**src/rtl/pulse_train_gen.sv**
```systemverilog
// pulse_train_gen
//
// Serial transmitter of a binary count: after an accepted start it emits
// exactly count_in pulses on add_sig, which drives the clock pin of the
// asynchronous ripple counter (counter_asyn) at the far end. add_sig comes
// straight from a flop, so it is glitch-free and safe to use as a clock.
//
// Ports
//   clk        system clock
//   rst        synchronous, active-high reset (priority over everything)
//   start      request to send; accepted only in IDLE
//   count_in   number of pulses to send, sampled when start is accepted
//   hi_len     high cycles per pulse, sampled at start (0 acts as 1)
//   lo_len     low cycles after each pulse, sampled at start (0 acts as 1)
//   abort      cancels a train in progress (HIGH or LOW only)
//   add_sig    registered pulse train
//   busy       high while pulses (and their trailing low time) are running
//   done       one-cycle completion strobe; not raised after abort
//   sent_cnt   pulses issued in the current or last train
//   state_dbg  current FSM state encoding, for observation only
//
// Handshake: start is a single-cycle request with no ready. It takes effect
// only when the FSM sits in IDLE at that clock edge; in any other state it is
// dropped, never queued. The train's completion is reported by one done
// cycle, or silently by busy falling if it was aborted.
module pulse_train_gen #(
  parameter int REG_SIZE = 16,
  parameter int LEN_SIZE = 4
) (
  input  logic                clk,
  input  logic                rst,
  input  logic                start,
  input  logic [REG_SIZE-1:0] count_in,
  input  logic [LEN_SIZE-1:0] hi_len,
  input  logic [LEN_SIZE-1:0] lo_len,
  input  logic                abort,
  output logic                add_sig,
  output logic                busy,
  output logic                done,
  output logic [REG_SIZE-1:0] sent_cnt,
  output logic [2:0]          state_dbg
);

  // S_LOAD is the single cycle between latching the request and the first
  // rising edge of add_sig; it makes add_sig rise one edge after start is
  // accepted, with every output still coming straight from a flop.
  typedef enum logic [2:0] {
    S_IDLE = 3'd0,
    S_LOAD = 3'd1,
    S_HIGH = 3'd2,
    S_LOW  = 3'd3,
    S_DONE = 3'd4
  } state_t;

  state_t              state_q;
  logic [REG_SIZE-1:0] rem_q;
  logic [REG_SIZE-1:0] sent_q;
  logic [LEN_SIZE-1:0] hlen_q;
  logic [LEN_SIZE-1:0] llen_q;
  logic [LEN_SIZE-1:0] cnt_q;     // cycles spent so far in the current HIGH/LOW phase
  logic                add_q;
  logic                busy_q;
  logic                done_q;

  logic [LEN_SIZE-1:0] hlen_d;
  logic [LEN_SIZE-1:0] llen_d;

  // A zero length would give a pulse with no width; treat it as one cycle.
  always_comb begin
    hlen_d = (hi_len == '0) ? LEN_SIZE'(1) : hi_len;
    llen_d = (lo_len == '0) ? LEN_SIZE'(1) : lo_len;
  end

  always_ff @(posedge clk) begin
    if (rst) begin
      state_q <= S_IDLE;
      rem_q   <= '0;
      sent_q  <= '0;
      hlen_q  <= LEN_SIZE'(1);
      llen_q  <= LEN_SIZE'(1);
      cnt_q   <= '0;
      add_q   <= 1'b0;
      busy_q  <= 1'b0;
      done_q  <= 1'b0;
    end else begin
      done_q <= 1'b0;
      case (state_q)
        S_IDLE: begin
          if (start) begin
            rem_q   <= count_in;
            hlen_q  <= hlen_d;
            llen_q  <= llen_d;
            sent_q  <= '0;
            state_q <= S_LOAD;
          end
        end
        S_LOAD: begin
          if (rem_q == '0) begin
            done_q  <= 1'b1;
            state_q <= S_DONE;
          end else begin
            add_q   <= 1'b1;
            busy_q  <= 1'b1;
            sent_q  <= sent_q + REG_SIZE'(1);
            cnt_q   <= LEN_SIZE'(1);
            state_q <= S_HIGH;
          end
        end
        S_HIGH: begin
          if (abort) begin
            add_q   <= 1'b0;
            busy_q  <= 1'b0;
            state_q <= S_IDLE;
          end else if (cnt_q >= hlen_q) begin
            // Pulse finished: account for it now so LOW can decide what follows.
            add_q   <= 1'b0;
            rem_q   <= rem_q - REG_SIZE'(1);
            cnt_q   <= LEN_SIZE'(1);
            state_q <= S_LOW;
          end else begin
            cnt_q <= cnt_q + LEN_SIZE'(1);
          end
        end
        S_LOW: begin
          if (abort) begin
            busy_q  <= 1'b0;
            state_q <= S_IDLE;
          end else if (cnt_q >= llen_q) begin
            if (rem_q != '0) begin
              add_q   <= 1'b1;
              sent_q  <= sent_q + REG_SIZE'(1);
              cnt_q   <= LEN_SIZE'(1);
              state_q <= S_HIGH;
            end else begin
              // Trailing low time has elapsed, so the last ripple has settled.
              busy_q  <= 1'b0;
              done_q  <= 1'b1;
              state_q <= S_DONE;
            end
          end else begin
            cnt_q <= cnt_q + LEN_SIZE'(1);
          end
        end
        S_DONE: begin
          state_q <= S_IDLE;
        end
        default: begin
          state_q <= S_IDLE;
        end
      endcase
    end
  end

  assign add_sig   = add_q;
  assign busy      = busy_q;
  assign done      = done_q;
  assign sent_cnt  = sent_q;
  assign state_dbg = state_q;

endmodule

```
**config.mk**
```make
export PLATFORM = sky130hd
export DESIGN_NAME = pulse_train_gen
export DESIGN_NICKNAME = d
export VERILOG_FILES = /design/src/rtl/pulse_train_gen.sv
export SDC_FILE = /design/constraint.sdc
export NUM_CORES = 1
export LEC_CHECK = 0
export CORE_MARGIN = 4
export CORE_UTILIZATION = 45
export CTS_CLUSTER_SIZE = 16
export DETAILED_ROUTE_END_ITERATION = 8
export DONT_BUFFER_PORTS = 1
export GPL_ROUTABILITY_DRIVEN = 0
export SETUP_SLACK_MARGIN = 0.3
export SKIP_CTS_REPAIR_TIMING = 1
export SLEW_MARGIN = 15
export SYNTH_ARGS = -nofsm -noshare
export SYNTH_HDL_FRONTEND = slang
export SYNTH_SLANG_ARGS = --single-unit
```
**constraint.sdc**
```tcl
create_clock -name clk -period 4.75 [get_ports clk]
set_input_delay 0.95 -clock clk [delete_from_list [all_inputs] [get_ports clk]]
set_output_delay 0.95 -clock clk [all_outputs]
set_load 0.02 [all_outputs]
```
======== Yosys cells after proc, flatten, opt, wreduce, memory -nomap -nowiden ========
Cells that the tools add are included.
word-level totals
  register bits ........................... 50
  output and inout port bits .............. 22
  word-level logic and storage cells ...... 88
cells by class
  $add $sub $neg .......................... 3
  order comparisons ....................... 2
  equality and inequality tests ........... 15
  multiplexer cells ....................... 44
  reductions and logical operators ........ 15
operators by type and width
  operator                                                               number
  16-bit 2-to-1 mux                                                      8
  16-bit case mux with 3 select lines                                    1
  4-bit 2-to-1 mux                                                       8
  16-bit case mux with 2 select lines                                    1
  3-bit 2-to-1 mux                                                       7
  16-bit by 1-bit adder with 16-bit output, second input constant        1
  16-bit logical NOT                                                     1
  2-bit inequality test, second input constant                           8
  16-bit nonzero test                                                    1
  16-bit by 1-bit subtractor with 16-bit output, second input constant   1
  1-bit 2-to-1 mux                                                       14
  3-bit inequality test, second input constant                           4
  3-bit case mux with 4 select lines                                     1
  4-bit case mux with 3 select lines                                     1
  6-bit AND reduction                                                    2
  5-bit AND reduction                                                    2
  4-bit >= comparator                                                    2
  4-bit logical NOT                                                      2
  3-bit by 2-bit equality test with 1-bit output, second input constant  2
  1-bit case mux with 3 select lines                                     2
  3-bit nonzero test                                                     2
  4-bit by 1-bit adder with 4-bit output, second input constant          1
  4-bit AND reduction                                                    1
  3-bit by 1-bit equality test with 1-bit output, second input constant  1
  5 further kinds                                                        5

======== Depth between registers and ports, before layout ========
  word-level depth ........................ 5
  mapped depth ............................ 9
  depth with buffers taken out ............ 8

======== Worst setup path after synthesis ========
Ideal clock, no wire load.
  path type ............................... register to register
  from .................................... register cnt_q[0]
  to ...................................... register cnt_q[2]
  data arrival time ....................... 2.308 ns
  required time ........................... 4.675 ns
  slack ................................... 2.367 ns
  cell stages (with the launch flop) ...... 9
  path buffers ............................ 0
  period minus slack after synthesis ...... 2.383 ns
  cells stage by stage .................... dfxtp_1 inv_1 ha_1 nand2b_1 a2111oi_0 nor3_1 nor3_1 nand4b_1 a31oi_1
on the way
  longest elaborated chain between the ends .. 4
  elaborated cells between the ends (all ways) .. 10
  classes of those cells .................. add/sub (1); order compare (2); eq/ne (1); mux (5); reduce/logical (1)
RTL lines
  element                                                         RTL line  RTL
  from (decl)                                                     60        logic [LEN_SIZE-1:0] cnt_q;
  from (signal assigned)                                          121       cnt_q <= cnt_q + LEN_SIZE'(1);
  from (signal assigned)                                          141       cnt_q <= cnt_q + LEN_SIZE'(1);
  4-bit by 1-bit adder with 4-bit output (tied with other cells)  121, 141
  4-bit 2-to-1 mux, on equally long branches                      128, 114
  4-bit 2-to-1 mux, on equally long branches                      125, 110
  4-bit case mux with 3 select lines                              87        case (state_q)
Parallel ways exist; a longest one is shown, timed or not. The select of a mux whose other input is x is not followed.
A chain may end at the register's enable or synchronous reset.

======== Final worst setup path ========
Ends and elaborated chain as after synthesis.

==> flow_summary.ini <==
[sta]
period_minus_slack_ns = 2.88
slew_headroom = 0.316
clock_skew_ns = 0.0112
rsz0062_at_grt = false
worstMarginPinSlew_ns = 0.999
drv_slew = 0
setup_viol = 0
finalSetupTns_ns = 0
hold_viol = 0
max_freq_mhz = 347
finalCritPeriodShare = 0.606

[flow_run]
max_cap_violations = 0

[route]
firstDrtPassIters = 4
routed_via_density = 5.88
routed_wl_mm = 6.66
route.detailed.drc = 0
avgRoutedWirePerCell_microns = 15.4
drt_iter0_drc = 139
ant_nets = 0
num_vias = 2540

[critical_path]
worstPathArrival_ns = 3.12
path_max_fanout = 5
setup.worst_path.class = reg2reg
cp_common_cell = nor3_1
reg2reg_depth = 8
crit_chain = inv_1, ha_1, nand2b_1, a2111oi_0, nor3_1, nor3_1, nand4b_1, a31oi_1
cp_slowest_cell = a2111oi_0
cp-start-kind = register
critPathRequiredTime_ns = 4.99
end_kind = register
critPathMaxStageDelay_ns = 0.89

[placed_design]
portBuffers = 0
dp.cells = 424
hpwl_mm = 4.72

[synth]
yosys_most_used_dff = dfxtp_1
ys_types = 52
post_synth_inst_count = 366
ys_seq_area_frac = 0.345
avgSynthCellArea_sq_um = 7.92
ys_async_sr_fraction = 0
synth_warnings = 0
syn_nets = 406
synth_area_sq_mm = 0.00290
ys_ff_latch = 50
synth_edf_count = 0

[floorplanning]
initial_core_util = 0.476
placementRows = 28
die-area_sq_mm = 0.00779
design.core.area_sq_mm = 0.00610
num_io_pins = 50
die_h_microns = 88.3
die_x_microns = 88.3

[power]
p_leak_nw = 0.988
vdd_drop_max_v = 0.000131
finalPower_mw = 1.02
p_per_area_mw_per_mm2 = 338

[global_routing]
grt_max_degree = 43
grt_pass1_vias = 2433
antenna_found_initial = 0
grt_overflow = 0
grt_use_total = 0.180
grt_first_pass_wirelength_mm = 11.2

[hold_path]
holdPathStages = 2
hold_class = reg2reg

[clocking]
clk_path_buf_depth = 2
cts_sinks = 50
cts_tree = built
numCtsBuffers = 5
cts_root_buf = clkbuf_8
htreeDepth = 2
insertion_delay_ns = 0.31
clkTransAtPathRegs_ns = 0.09

[outcome]
status = completed

[layout]
diodes = 0
syn2layout_area_growth_pct = 3.80
fin_cells = 432
drive_gt1_frac = 0.118
nNetsFinal = 396
## kinds of logic after synthesis
| kind of cell | count (synthesis) | synth area share |
|---|---|---|
| and+or+nand+nor | 154 | 0.284 |
| AOI/OAI and AO/OA | 112 | 0.258 |
| DFF | 50 | 0.345 |
| adders and majority gates | 12 | 0.0518 |
| buffers and inverters | 36 | 0.0544 |
| muxes | 2 | 0.00690 |
## through the flow
step / instance area (sq um) / util / setup slack [ns] / hold WS, ns
6_report: 3010 / 0.494 / 1.87 / 0.452
5_1_grt: 3010 / 0.494 / 1.56 / 0.483
3_5_place_dp: 2920 / 0.478 / 1.88 / 0.445
4_1_cts: 3010 / 0.494 / 1.87 / 0.458
2_1_floorplan: 2900 / - / 2.37 / 0.436
3_3_place_gp: 2920 / 0.478 / 1.95 / 0.439
## synth_stat cells (3+ instances only)
master    count  area share
a211oi_1      4       0.010
a21oi_1      38       0.066
a21oi_2      11       0.033
a31oi_1       3      0.0065
and2_1        3      0.0065
buf_1         3      0.0039
buf_6         3       0.012
clkbuf_1     13       0.017
dfxtp_1      50        0.35
ha_1         12       0.052
inv_1        17       0.022
nand2_1      28       0.036
nand2b_1     10       0.022
nand3_1      16       0.028
nand4_1       3      0.0065
nor2_1       29       0.038
nor2b_1       5       0.011
nor3_1       16       0.028
nor4_1        6       0.013
o21a_1        5       0.013
o21ai_0      17       0.029
o21ai_2       5       0.015
o21bai_1      3      0.0078
o31ai_1       7       0.018
o32ai_1       5       0.015
or2_2         7       0.015
or3_1         9       0.019
or4_1         5       0.013
or4_2         3      0.0091
## routing by layer
metal / wire length (microns) / GRT usage
met1: 3140 / 0.241
met2: 2980 / 0.276
met3: 437 / 0.0503
met4: 110 / 0.0701
met5: 0 / 0
## flip-flops by register name, summed over array words and instances, names as in the netlist
register   flops
busy           1
state_dbg      3
done           1
add_sig        1
llen_q         4
hlen_q         4
cnt_q          4
sent_cnt      16
rem_q         16
## cell type report
cell class | count | area (sq um)
tap | 75 | 93.8
inverter | 17 | 63.8
timing repair buffer | 2 | 15.0
clock buffer | 6 | 82.6
fill | 609 | 3090
clock inverter | 2 | 12.5
sequential | 50 | 1000
multi-input combinational | 280 | 1740
## worst max-delay path, delay by kind of cell, from the launching register on
kind | cells | cell delay (ns)
flops | 1 | 0.36
fa+ha+maj | 1 | 0.27
compound gates | 2 | 1.07
buf+inv | 1 | 0.09
simple gates | 4 | 1.03
## report_power, final
group / leakage, nW / total [mW] / switching [mW] / internal, mW
combinational: 0.533 / 0.268 / 0.172 / 0.0966
sequential: 0.408 / 0.487 / 0.0370 / 0.450
clock: 0.0472 / 0.263 / 0.146 / 0.117
total: 0.988 / 1.02 / 0.355 / 0.664
## cells in the final DEF, fill, tap and decap left out, types with 2 or more instances in the layout
| master | Yosys | layout |
|---|---|---|
| nand4b_1 | 2 | 2 |
| a2111oi_0 | 2 | 2 |
| o31ai_1 | 7 | 7 |
| nand4_1 | 3 | 3 |
| nor2_1 | 29 | 29 |
| a31oi_1 | 3 | 3 |
| nor3_2 | 2 | 2 |
| or2_2 | 7 | 7 |
| or3_1 | 9 | 9 |
| and4_1 | 2 | 2 |
| buf_4 | 0 | 2 |
| mux2i_1 | 2 | 2 |
| inv_1 | 17 | 17 |
| dfxtp_1 | 50 | 50 |
| or4_1 | 5 | 5 |
| o21ai_2 | 5 | 5 |
| nor2b_1 | 5 | 5 |
| nor4_1 | 6 | 6 |
| a21oi_2 | 11 | 11 |
| nor3_1 | 16 | 16 |
| a211oi_1 | 4 | 4 |
| or4_2 | 3 | 3 |
| clkbuf_8 | 0 | 6 |
| o21a_1 | 5 | 5 |
| nand2b_1 | 10 | 10 |
| and2_1 | 3 | 3 |
| nand3_1 | 16 | 16 |
| o21bai_1 | 3 | 3 |
| o32ai_1 | 5 | 5 |
| a21oi_1 | 38 | 38 |
| nor4b_1 | 2 | 2 |
| a22oi_1 | 2 | 2 |
| ha_1 | 12 | 12 |
| nand2_1 | 28 | 28 |
| o21ai_0 | 17 | 17 |
## worst paths after layout
path	from	to	slack (ns)
hold / removal	llen_q[2]$_SDFFE_PP0P_	llen_q[2]$_SDFFE_PP0P_	0.45
setup / recovery	cnt_q[0]$_SDFFE_PP0P_	cnt_q[2]$_SDFFE_PP0P_	1.87
setup reg to reg	cnt_q[0]$_SDFFE_PP0P_	cnt_q[2]$_SDFFE_PP0P_	1.87
hold reg to reg	llen_q[2]$_SDFFE_PP0P_	llen_q[2]$_SDFFE_PP0P_	0.45
No activity file was read; power rests on OpenSTA's default activity.
==> edit 1, RTL diff (same settings) <==
`LEN_SIZE`: 4 -> 8.
--- a/src/rtl/pulse_train_gen.sv
+++ b/src/rtl/pulse_train_gen.sv
@@ -26,5 +26,5 @@
 module pulse_train_gen #(
   parameter int REG_SIZE = 16,
-  parameter int LEN_SIZE = 4
+  parameter int LEN_SIZE = 8
 ) (
   input  logic                clk,
Interface: changed (resized hi_len and lo_len); port bits go from 50 to 58. The function was not compared with the original's and may differ.
==> edit 1 against the original RTL <==
Count of clock-buffer cells in the layout up 7; setup slack improved by 0.20 ns; critical path type unchanged; die area increased by 21%; wire length grew 33%; maximum frequency grew 7.4%; synthesized area is 23% higher; final area grew 26%; largest cell class unchanged; sequential cell count is 12 higher.
Power is not compared: it rests on default switching activity, and its combinational part moved more than twofold at a synthesized area within 25%.
==> edit 1: results (changes against the original RTL) <==
metric,value,unit,change
status,completed,,unchanged
Adder-Cell Fraction of Synth Area,7.01,%,was 5.18%
PortBufs,0,,unchanged
Hold Crit Start,llen_q[7]$_SDFFE_PP0P_,,was llen_q[2]$_SDFFE_PP0P_
Setup WS post-layout,2.07,ns,was 1.87 ns
Clock Skew,0.0102,ns,was 0.0112 ns
Mean Syn Cell Area,7.58,µm²,was 7.92 µm²
Synth Area in XOR/XNOR,0,%,unchanged
share of cells above drive strength 1,6.87,%,was 11.8%
gr usage total,18.9,%,was 18.0%
largest net degree at the start of global routing,64,,was 43
Avg WL per Cell,15.6,µm,was 15.4 µm
Commonest cells post-synth,"nand2_1, a21oi_1, dfxtp_1",,"was dfxtp_1, a21oi_1, nor2_1"
dpl cells,552,,was 424
CP max stage cell,dfxtp_1,,was a2111oi_0
clock buffer count from CTS,9,,was 5
"slowest stage delay, CP",0.63,ns,was 0.89 ns
Via density,5.82,,was 5.88
syn_nets,527,,was 406
Worst-Margin Slew,1.01,ns,was 0.999 ns
WL final,8.86,mm,was 6.66 mm
peak supply drop,0.351,mV,
worst skew pair latency,0.34,ns,was 0.31 ns
Synth Area in Compound Gates,24.5,%,was 25.8%
dpl cell area,0.00360,mm²,was 0.00292 mm²
Worst Path Arrival,2.92,ns,was 3.12 ns
Layout Nets,517,,was 396
mux cell area share after synthesis,0.281,%,was 0.690%
final hold slack,0.453,ns,was 0.452 ns
DR iter-0 viols,175,,was 139
vias in the first global route,3140,,"was 2,433"
first-pass GRT wire length,15.0,mm,was 11.2 mm
synth unique cells,60,,was 52
clock slew at reported path FFs,0.07,ns,was 0.09 ns
synth top area cells,"dfxtp_1, a21oi_1, nand2_1",,"was dfxtp_1, a21oi_1, ha_1"
H-tree levels,3,,was 2
DP HPWL,6.23,mm,was 4.72 mm
origin of the critical flop-to-flop path,state_dbg[1]$_SDFFE_PP0P_,,was cnt_q[0]$_SDFFE_PP0P_
==> edit 1: cell types whose count changed after synthesis, moves of 7 or more <==
cell and change:
nand2_1 +46, a21oi_1 +26, o21ai_0 +18, dfxtp_1 +12, nor2_1 +11, a21oi_2 -10, and3_1 +9, ha_1 +8
or2_2 -7, or3_1 -7
==> edit 1: power breakdown <==
part           switching (mW)  leakage (nW)  internal [mW]
logic                   0.641         0.792          0.329
registers               0.140         0.506          0.633
clock network           0.208        0.0996          0.271
total                   0.990          1.40           1.23
==> edit 1: cell type report <==
type / instances / area (µm²)
inverters: 19 / 71.3
well taps: 102 / 128
clock inverters: 3 / 42.5
multi-input cells: 369 / 2160
fillers: 787 / 3930
clock buffers: 13 / 159
flip-flops and latches: 62 / 1240
==> edit 1: final timing paths <==
| kind | end | cells after the start |
|---|---|---|
| max | rem_q[2]$_SDFFE_PP0P_ | 7 |
| min | llen_q[7]$_SDFFE_PP0P_ | 2 |
| max reg2reg | rem_q[2]$_SDFFE_PP0P_ | 7 |
| min reg2reg | llen_q[7]$_SDFFE_PP0P_ | 2 |
==> edit 1: layer usage <==
layer | part of all wire [%] | track usage, % | routed length, µm
met3 | 5.3 | 5.60 | 472
met4 | 1.7 | 7.88 | 148
met2 | 47 | 30.8 | 4180
met5 | 0 | 0 | 0
met1 | 46 | 23.3 | 4060
==> edit 1: worst reg2reg max path, delay by kind of cell, from the launching register on <==
family             cells  cell delay (ns)
AOI/OAI and AO/OA      3             1.05
DFF                    1             0.63
and+or+nand+nor        4             0.91
==> edit 1: cell families (layout without fill, tap and decap cells) <==
group	after synthesis	in the layout
simple gates	205	205
compound gates	143	143
flops	62	62
buf+inv	40	35
fa+ha+maj	20	20
mux	1	1
==> edit 2, RTL diff (same flow settings) <==
Without the edit above. Make the reset (`rst`) asynchronous in one clocked block. Comments in the files are not updated.
--- a/src/rtl/pulse_train_gen.sv
+++ b/src/rtl/pulse_train_gen.sv
@@ -72,5 +72,5 @@
   end
 
-  always_ff @(posedge clk) begin
+  always_ff @(posedge clk or posedge rst) begin
     if (rst) begin
       state_q <= S_IDLE;
Formal check against the unedited RTL: differs if rst is asserted again (counterexample within 4 cycles, from zero or initial values and one cycle with rst high); with rst held inactive, the same outputs for 10 cycles.
==> edit 2 against the original RTL <==
Critical path depth fell by 3; critical endpoint is now sent_cnt[13]$_DFFE_PP0P_; sequential cell count did not move; via count rose by 4.6%; wire length rose by 11%; synthesized area rose by 8.9%; final area rose by 9.7%; setup slack improved by 0.42 ns; clock skew fell by 0.0033 ns.
Power is not compared: it rests on default switching activity, and its combinational part moved more than twofold at a synthesized area within 25%.
==> edit 2: results (changes against the original RTL) <==
metric,value,unit,change
share of cells above drive strength 1,7.65,%,was 11.8%
mux cell area share after synthesis,1.58,%,was 0.690%
reg2reg setup slack,2.30,ns,was 1.87 ns
DRT Pass-1 Iters,4,,unchanged
syn_nets,389,,was 406
critical-path maximum fanout,27,,was 5
Layout Nets,379,,was 396
status,completed,,unchanged
vias in the first global route,2580,,"was 2,433"
Via density,6.09,,was 5.88
fmax,0.408,GHz,was 0.347 GHz
Met2 Routed Length,3.40,mm,was 2.98 mm
Met1 Routed Length,3.47,mm,was 3.14 mm
Worst-Margin Slew,0.907,ns,was 0.999 ns
GRT met1 Usage,24.5,%,was 24.1%
synth unique cells,62,,was 52
largest net degree at the start of global routing,51,,was 43
Hold Crit Start,hlen_q[0]$_DFFE_PP1P_,,was llen_q[2]$_SDFFE_PP0P_
dpl cell area,0.00319,mm²,was 0.00292 mm²
asr flop ratio synth,100,%,was 0%
fillcell total,655,,was 609
Worst Path Arrival,2.69,ns,was 3.12 ns
DR iter-0 viols,170,,was 139
met3 Resource Use GR,5.50,%,was 5.03%
Adder-Cell Fraction of Synth Area,4.75,%,was 5.18%
Final Util,48.6,%,was 49.4%
GR Util met2,29.9,%,was 27.6%
Mean Syn Cell Area,9.05,µm²,was 7.92 µm²
metal3 WL,444,µm,was 437 µm
gr usage total,18.5,%,was 18.0%
synth top area cells,"dfrtp_1, ha_1, o21ai_0",,"was dfxtp_1, a21oi_1, ha_1"
RR Endpoint,sent_cnt[13]$_DFFE_PP0P_,,was cnt_q[2]$_SDFFE_PP0P_
Commonest cells post-synth,"dfrtp_1, o21ai_0, nand2_1",,"was dfxtp_1, a21oi_1, nor2_1"
reg2reg path depth,5,,was 8
first-pass GRT wire length,12.8,mm,was 11.2 mm
WL final,7.37,mm,was 6.66 mm
Clock Skew,0.00785,ns,was 0.0112 ns
non-filler instance count after layout,436,,was 432
==> edit 2: cell count changes after synthesis, sizes merged, moves of 10 or more <==
cell	delta
dfrtp	+48
a21oi	-29
nor2	-10
dfxtp	-50
==> edit 2: cell type report <==
| type | count | share of cell area [%] |
|---|---|---|
| multi-input combinational | 262 | 52.7 |
| timing repair buffer | 1 | 0.227 |
| clock buffer | 8 | 3.33 |
| inverter | 19 | 2.20 |
| sequential | 50 | 38.0 |
| tap | 96 | 3.64 |
==> edit 2: critical path, cell delays in order, from the launching register on <==
cell and delay [ns]:
dfrtp_1 0.82, o21bai_1 0.15, a221o_1 0.33, a31o_2 0.37, or4_1 0.54, a21oi_1 0.15
==> edit 2: cell families after synthesis <==
family	count (synthesis)
AOI/OAI and AO/OA	110
adders and majority gates	12
buffers and inverters	37
DFF	50
muxes	5
and+or+nand+nor	135
==> edit 2: report_power, final <==
| part | total [mW] | switching, mW | internal, mW | leakage (nW) |
|---|---|---|---|---|
| clock network | 0.289 | 0.142 | 0.147 | 0.0575 |
| logic | 0.847 | 0.514 | 0.333 | 0.644 |
| registers | 0.765 | 0.200 | 0.566 | 0.632 |
| total | 1.90 | 0.856 | 1.05 | 1.33 |
==> edit 2: how the worst min path moves through the flow <==
| stage | end | slack (ns) | cells past startpoint |
|---|---|---|---|
| floorplan | hlen_q[0]$_DFFE_PP1P_ | 0.44 | 2 |
| global placement | hlen_q[0]$_DFFE_PP1P_ | 0.45 | 2 |
| detailed placement | hlen_q[0]$_DFFE_PP1P_ | 0.45 | 2 |
| CTS | hlen_q[0]$_DFFE_PP1P_ | 0.46 | 2 |
| global route | llen_q[0]$_DFFE_PP1P_ | 0.48 | 2 |
| finish | hlen_q[0]$_DFFE_PP1P_ | 0.46 | 2 |
